`src/rtl/rx_message_reg_if.sv`:
```
// Bus bundle between the UART receive path, the message queue and the game logic.
// Handshake: a byte is offered by holding rx_valid high for one clk cycle
// (rx_err qualifies it). The head byte is taken on a posedge where msg_valid
// and msg_ack are both high. msg_ack while msg_valid is low has no effect.
interface rx_message_reg_if #(
    parameter int DEPTH = 4
) ();
    localparam int CW = $clog2(DEPTH) + 1;

    logic [7:0]    rx_byte;
    logic          rx_valid;
    logic          rx_err;
    logic          msg_ack;
    logic          clr_err;
    logic [7:0]    msg;
    logic          msg_valid;
    logic [CW-1:0] count;
    logic          green;
    logic          red;
    logic          overflow;

    // Producer/consumer side (receiver + game logic, or a testbench).
    modport master (
        output rx_byte, rx_valid, rx_err, msg_ack, clr_err,
        input  msg, msg_valid, count, green, red, overflow
    );

    // Queue side.
    modport slave (
        input  rx_byte, rx_valid, rx_err, msg_ack, clr_err,
        output msg, msg_valid, count, green, red, overflow
    );
endinterface

```
`src/rtl/rx_message_reg.sv`:
```
// Receive message queue: circular FIFO of UART bytes with a registered head,
// activity LED stretcher and sticky error/overflow flags.
// Optional build macro RX_IDLE_FILTER_EN: drops error-free 8'hFF idle bytes.
module rx_message_reg #(
    parameter int DEPTH        = 4,
    parameter int GREEN_CYCLES = 255
) (
    input  logic            clk,
    input  logic            nRst,
    rx_message_reg_if.slave bus,
    output logic            dbg_state_o
);
    localparam int PW = $clog2(DEPTH);
    localparam int CW = PW + 1;
    localparam logic [CW-1:0] FULL_CNT   = CW'(DEPTH);
    localparam logic [CW-1:0] ONE_CNT    = CW'(1);
    localparam logic [7:0]    GREEN_LOAD = 8'(GREEN_CYCLES);

    typedef enum logic {EMPTY = 1'b0, HOLD = 1'b1} state_t;

    state_t        state_q, state_d;
    logic [7:0]    mem_q [DEPTH];
    logic [PW-1:0] rd_ptr_q, wr_ptr_q, rd_ptr_nxt;
    logic [CW-1:0] count_q, count_d;
    logic [7:0]    msg_q, msg_d;
    logic [7:0]    stretch_q, stretch_d;
    logic          red_q, red_d;
    logic          ovf_q, ovf_d;
    logic          idle_byte, data_ok, full, push, pop;

`ifdef RX_IDLE_FILTER_EN
    assign idle_byte = (bus.rx_byte == 8'hFF);
`else
    assign idle_byte = 1'b0;
`endif

    assign full       = (count_q == FULL_CNT);
    assign pop        = (state_q == HOLD) && bus.msg_ack;
    assign data_ok    = bus.rx_valid && !bus.rx_err && !idle_byte;
    // A full queue still accepts a byte when the head leaves in the same cycle.
    assign push       = data_ok && (!full || pop);
    assign rd_ptr_nxt = rd_ptr_q + 1'b1;

    // Next state of the output FSM and the registered head byte.
    always_comb begin
        state_d = state_q;
        msg_d   = msg_q;
        case (state_q)
            EMPTY: if (push) state_d = HOLD;
            HOLD:  if (pop && count_q == ONE_CNT && !push) state_d = EMPTY;
            default: state_d = EMPTY;
        endcase
        if (pop) begin
            if (count_q == ONE_CNT) begin
                if (push) msg_d = bus.rx_byte;
            end else begin
                msg_d = mem_q[rd_ptr_nxt];
            end
        end else if (push && count_q == '0) begin
            msg_d = bus.rx_byte;
        end
    end

    // Occupancy, LED stretcher and sticky flags.
    always_comb begin
        count_d = count_q;
        case ({push, pop})
            2'b10:   count_d = count_q + 1'b1;
            2'b01:   count_d = count_q - 1'b1;
            default: count_d = count_q;
        endcase
        stretch_d = stretch_q;
        if (push)                  stretch_d = GREEN_LOAD;
        else if (stretch_q != '0)  stretch_d = stretch_q - 1'b1;
        // A set condition wins over a coincident clear.
        red_d = (bus.rx_valid && bus.rx_err) || (red_q && !bus.clr_err);
        ovf_d = (data_ok && full && !pop) || (ovf_q && !bus.clr_err);
    end

    // Control state with asynchronous active-low reset.
    always_ff @(posedge clk or negedge nRst) begin
        if (!nRst) begin
            state_q   <= EMPTY;
            rd_ptr_q  <= '0;
            wr_ptr_q  <= '0;
            count_q   <= '0;
            msg_q     <= 8'h00;
            stretch_q <= '0;
            red_q     <= 1'b0;
            ovf_q     <= 1'b0;
        end else begin
            state_q   <= state_d;
            count_q   <= count_d;
            msg_q     <= msg_d;
            stretch_q <= stretch_d;
            red_q     <= red_d;
            ovf_q     <= ovf_d;
            if (push) wr_ptr_q <= wr_ptr_q + 1'b1;
            if (pop)  rd_ptr_q <= rd_ptr_nxt;
        end
    end

    // Storage is only ever written by a push; no reset needed for data.
    always_ff @(posedge clk) begin
        if (push) mem_q[wr_ptr_q] <= bus.rx_byte;
    end

    assign bus.msg       = msg_q;
    assign bus.msg_valid = (state_q == HOLD);
    assign bus.count     = count_q;
    assign bus.green     = (stretch_q != '0);
    assign bus.red       = red_q;
    assign bus.overflow  = ovf_q;
    assign dbg_state_o   = state_q;
endmodule

```
`src/flat_wrapper.sv`:
```
// flat-port wrapper written by rule: the top's interface ports become plain ports
module rx_message_reg_flat 
#(
    parameter int DEPTH        = 4,
    parameter int GREEN_CYCLES = 255
)
  (clk, nRst, dbg_state_o, bus_rx_byte, bus_rx_valid, bus_rx_err, bus_msg_ack, bus_clr_err, bus_msg, bus_msg_valid, bus_count, bus_green, bus_red, bus_overflow);
  rx_message_reg_if #(.DEPTH(DEPTH)) bus_i ();
  input  logic clk;
  input  logic nRst;
  output logic dbg_state_o;
  input wire logic [$bits(bus_i.rx_byte)-1:0] bus_rx_byte;
  input wire logic [$bits(bus_i.rx_valid)-1:0] bus_rx_valid;
  input wire logic [$bits(bus_i.rx_err)-1:0] bus_rx_err;
  input wire logic [$bits(bus_i.msg_ack)-1:0] bus_msg_ack;
  input wire logic [$bits(bus_i.clr_err)-1:0] bus_clr_err;
  output wire logic [$bits(bus_i.msg)-1:0] bus_msg;
  output wire logic [$bits(bus_i.msg_valid)-1:0] bus_msg_valid;
  output wire logic [$bits(bus_i.count)-1:0] bus_count;
  output wire logic [$bits(bus_i.green)-1:0] bus_green;
  output wire logic [$bits(bus_i.red)-1:0] bus_red;
  output wire logic [$bits(bus_i.overflow)-1:0] bus_overflow;
  assign bus_i.rx_byte = bus_rx_byte;
  assign bus_i.rx_valid = bus_rx_valid;
  assign bus_i.rx_err = bus_rx_err;
  assign bus_i.msg_ack = bus_msg_ack;
  assign bus_i.clr_err = bus_clr_err;
  assign bus_msg = bus_i.msg;
  assign bus_msg_valid = bus_i.msg_valid;
  assign bus_count = bus_i.count;
  assign bus_green = bus_i.green;
  assign bus_red = bus_i.red;
  assign bus_overflow = bus_i.overflow;
  rx_message_reg #(.DEPTH(DEPTH), .GREEN_CYCLES(GREEN_CYCLES)) u_core (.clk(clk), .nRst(nRst), .bus(bus_i), .dbg_state_o(dbg_state_o));
endmodule
```
`config.mk`:
```
export PLATFORM = sky130hd
export DESIGN_NAME = rx_message_reg_flat
export DESIGN_NICKNAME = d
export VERILOG_FILES = /design/src/rtl/rx_message_reg_if.sv /design/src/rtl/rx_message_reg.sv /design/src/flat_wrapper.sv
export SDC_FILE = /design/constraint.sdc
export NUM_CORES = 1
export LEC_CHECK = 0
export CORE_MARGIN = 2
export CORE_UTILIZATION = 45
export CTS_CLUSTER_DIAMETER = 100
export DETAILED_ROUTE_END_ITERATION = 16
export DONT_BUFFER_PORTS = 1
export PLACE_DENSITY = 0.67
export RECOVER_POWER = 100
export SYNTH_ARGS = -nofsm -noshare
export SYNTH_HDL_FRONTEND = slang
export SYNTH_SLANG_ARGS = --single-unit
```
`constraint.sdc`:
```
create_clock -name clk -period 5.3 [get_ports clk]
set_input_delay 0.265 -clock clk [delete_from_list [all_inputs] [get_ports clk]]
set_output_delay 0.265 -clock clk [all_outputs]
set_load 0.02 [all_outputs]
```
==> impl_results.md <==
* Avg Inst Size Synth at ~15 sq um
* Critical path startpoint: u_core.bus.count[0]
* CP arrival at approximately 3000 ps
* Antenna violations before repair at 0
* Hold_sp: bus_rx_byte[4]
* Multi-input combinational cell area at between 800 and 900 sq um
* GP Congestion at 0.8686
* IO Count at 30
* Netlist cell types at 39
* Mapped Nets at ~200
* Routed WL at about 4600 microns
* Crit-path max FO at 10
* Sequential Power Share at 0.490
* VDD IR max at about 0.26 mV
* Grt total ovfl at 0
* Power Density at around 550 nW/um^2
* Seq/Total Area, Yosys at 0.6314
* Avg WL per Cell at about 18 microns
* Area grow syn2layout at 11.42%
* Core Area at ~5500 sq um
* P_leak at roughly 1.1 nW
* Worst-path clk slew at 70 ps
* FMAX at around 360 MHz
* Post-route antenna net violation count at 0
* Slew @ Worst Pin at about 1500 ps
* Max cap viols at 1
* Vias at 1435
* H-tree levels at 3
* Met3 GRT Util at 0.06250
* Final Slew Violations at 27
* GRT busiest layer: met2
* Post-route DRC violation count at 0
* Fin crit share at 0.5206
* Layout cells sized above 1 at 0.1429
* Clock group share of total power at 0.290
* Commonest cells after routing, fill and taps aside: edfxtp_1, dfrtp_1, inv_1, nand2_1, and2_0
* Pin count of the biggest net entering global routing at 27
* Starting Density at 0.4635
* First-pass GRT wire length at between 7000 and 8000 microns
* Hold Crit Class: input port to flop
* Clk root buf: clkbuf_8
* Total power at between 1.5 and 2 mW
* Antenna fix cells at 0
* Die area at 6291 sq um
* Failing checks: max-capacitance violations, max-slew violations
* Internal Power at about 1.0 mW
* Req. time, crit path at about 5500 ps
* Register area at about 1600 sq um
* Initial DRT Pass Iterations at 4
* Synth warnings at 0
* Grt met2 use at 0.2847
* Critical Path Sink Type: flop
* Nets at between 200 and 250
* Minimum clock period at 2759 ps
* Mapped Area at ~2600 sq um
* Die W at 79.32 microns
* All-Layer GR Usage at 0.1640
* Vias in the first global route at about 1500
* RSZ-0062 raised after global routing: false
* CTS tree: built
* IO Port Bufs at 0
* Setup tns final at 0 ps
* Clk Latency, worst-skew pair at 330 ps
* DR vias/cell at approximately 5.5
* Setup violators final at 0
* M1 GR Usage at 0.1779
* Clock Path Buffers at 2
* Status: finished with violations
* Slew Limit Headroom at -0.01171
* HPWL Detailed at approximately 3100 microns
* Seq cells post-synth at 58
* Critical path class: flop to flop
* P_sw at roughly 520 uW
* Row cnt at 27
* Switch share at 0.3296
* Critical Path Start Type: flop
* DR iter-0 viols at 89
* Clock Skew at around 8.9 ps
* Chip height at ~79 microns
* TritonCTS buffer count at 9
* Setup repair bufs after CTS at 0
* Critical R2R Launch: u_core.bus.count[0]
* Syn Inst Count at between 150 and 200
* Final-report hold violation count at 0
* CTS resizes at 0
* Comb power frac at 0.221
* CTS Sinks at 58
* Hold_buf cts at 2
* Fillers at around 450
* Commonest non-fill, non-tap cell in the layout: edfxtp_1
final cells by class:
cell class,instances,area share
clock buffer,10,0.04839
sequential,58,0.5667
timing repair buffer,2,0.004839
clock inverter,6,0.03168
multi-input combinational,99,0.2983
tap,72,0.03168
inverter,14,0.01848
registers in the layout, summed over array words and instances (netlist names):
register / flops
u_core.bus.count: 3
u_core.bus.msg: 8
u_core.bus.msg_valid: 1
u_core.bus.overflow: 1
u_core.bus.red: 1
u_core.mem_q: 32
u_core.rd_ptr_q: 2
u_core.stretch_q: 8
u_core.wr_ptr_q: 2
worst max-delay path, stage by stage, from the launching register on:
cell and delay [ps]:
dfrtp_1 550, inv_1 110, ha_1 260, a31oi_1 700, inv_1 300, ha_1 330
mux2i_1 170, nor2_1 70, xor2_1 140
per-layer routing:
| metal | up-vias | routed length [microns] | part of all wire |
|---|---|---|---|
| met4 | 0 | 89 | 0.019 |
| met2 | 28 | 2441 | 0.53 |
| li1 | 657 | - | - |
| met1 | 741 | 1859 | 0.40 |
| met5 | - | 0 | 0 |
| met3 | 9 | 215 | 0.047 |
cells in the mapped netlist:
master	number	area [sq um]
a21oi_1	4	20.02
mux2_1	1	11.26
nor2b_1	3	18.77
ha_1	11	137.6
nor3_2	1	10.01
a221o_1	8	80.08
nand2_1	14	52.55
inv_2	1	3.750
or3b_1	1	8.760
or3_4	2	22.52
and2_0	8	50.05
a211oi_1	1	7.510
inv_1	13	48.80
buf_4	1	7.510
nor3b_2	1	12.51
nand3_1	1	5.000
mux4_2	8	180.2
nand2b_1	1	6.260
o31ai_1	1	7.510
xor2_1	1	8.760
o21ai_0	4	20.02
o22ai_1	1	6.260
dfrtp_1	26	650.6
nor2_1	3	11.26
clkbuf_1	1	3.750
nor2_2	1	6.260
nor3b_1	1	7.510
nor3_1	2	10.01
or3_1	1	6.260
o21ai_1	1	5.000
buf_6	1	11.26
edfxtp_1	32	960.9
a31oi_2	1	12.51
and2_1	4	25.02
mux2i_1	3	30.03
a2111oi_1	1	10.01
xnor2_1	7	61.31
a31oi_1	1	6.260
o21ai_2	1	8.760
logic make-up (layout without fill, tap and decap cells):
family	count (synthesis)	in the layout	synth area share
buffers and inverters	17	32	0.02941
multiplexers	12	12	0.08676
AND/OR/NAND/NOR	44	44	0.09902
flip-flops	58	58	0.6314
AO/OA/AOI/OAI	24	24	0.07206
adder cells (fa/ha/maj)	11	11	0.05392
XOR/XNOR	8	8	0.02745
per-stage QoR:
| step | hold WS (ps) | cell area (sq um) | setup WS, ps | std cells | util |
|---|---|---|---|---|---|
| floorplan | -30.59 | 2552 | 3279 | 174 | - |
| global placement | -29.79 | 2620 | 3084 | 243 | 0.4758 |
| detailed placement | -29.78 | 2620 | 2973 | 243 | 0.4758 |
| CTS | 10.27 | 2878 | 2965 | 261 | 0.5226 |
| global route | 1.948 | 2844 | 2384 | 261 | 0.5165 |
| finish | 22.41 | 2844 | 2541 | 261 | 0.5165 |
power by group through the flow:
stage | clock network (mW) | logic [mW] | registers, mW
final | 0.453 | 0.345 | 0.765
after global routing | 0.485 | 0.383 | 0.781
after CTS | 0.461 | 0.358 | 0.768
after detailed placement | 0 | 0.349 | 0.777
after global placement | 0 | 0.333 | 0.767
after floorplan | 0 | 0.332 | 0.713
final timing paths:
kind,end,slack [ps],cells after the start
setup / recovery,u_core.bus.count[2],2540,8
min in group asynchronous,u_core.bus.msg[4],870,2
setup reg to reg,u_core.bus.count[2],2540,8
hold reg to reg,u_core.stretch_q[7],520,1
hold / removal,u_core.mem_q[0][4],20,0
max in group asynchronous,u_core.rd_ptr_q[1],3540,2
No activity file was read; power rests on OpenSTA's default activity.
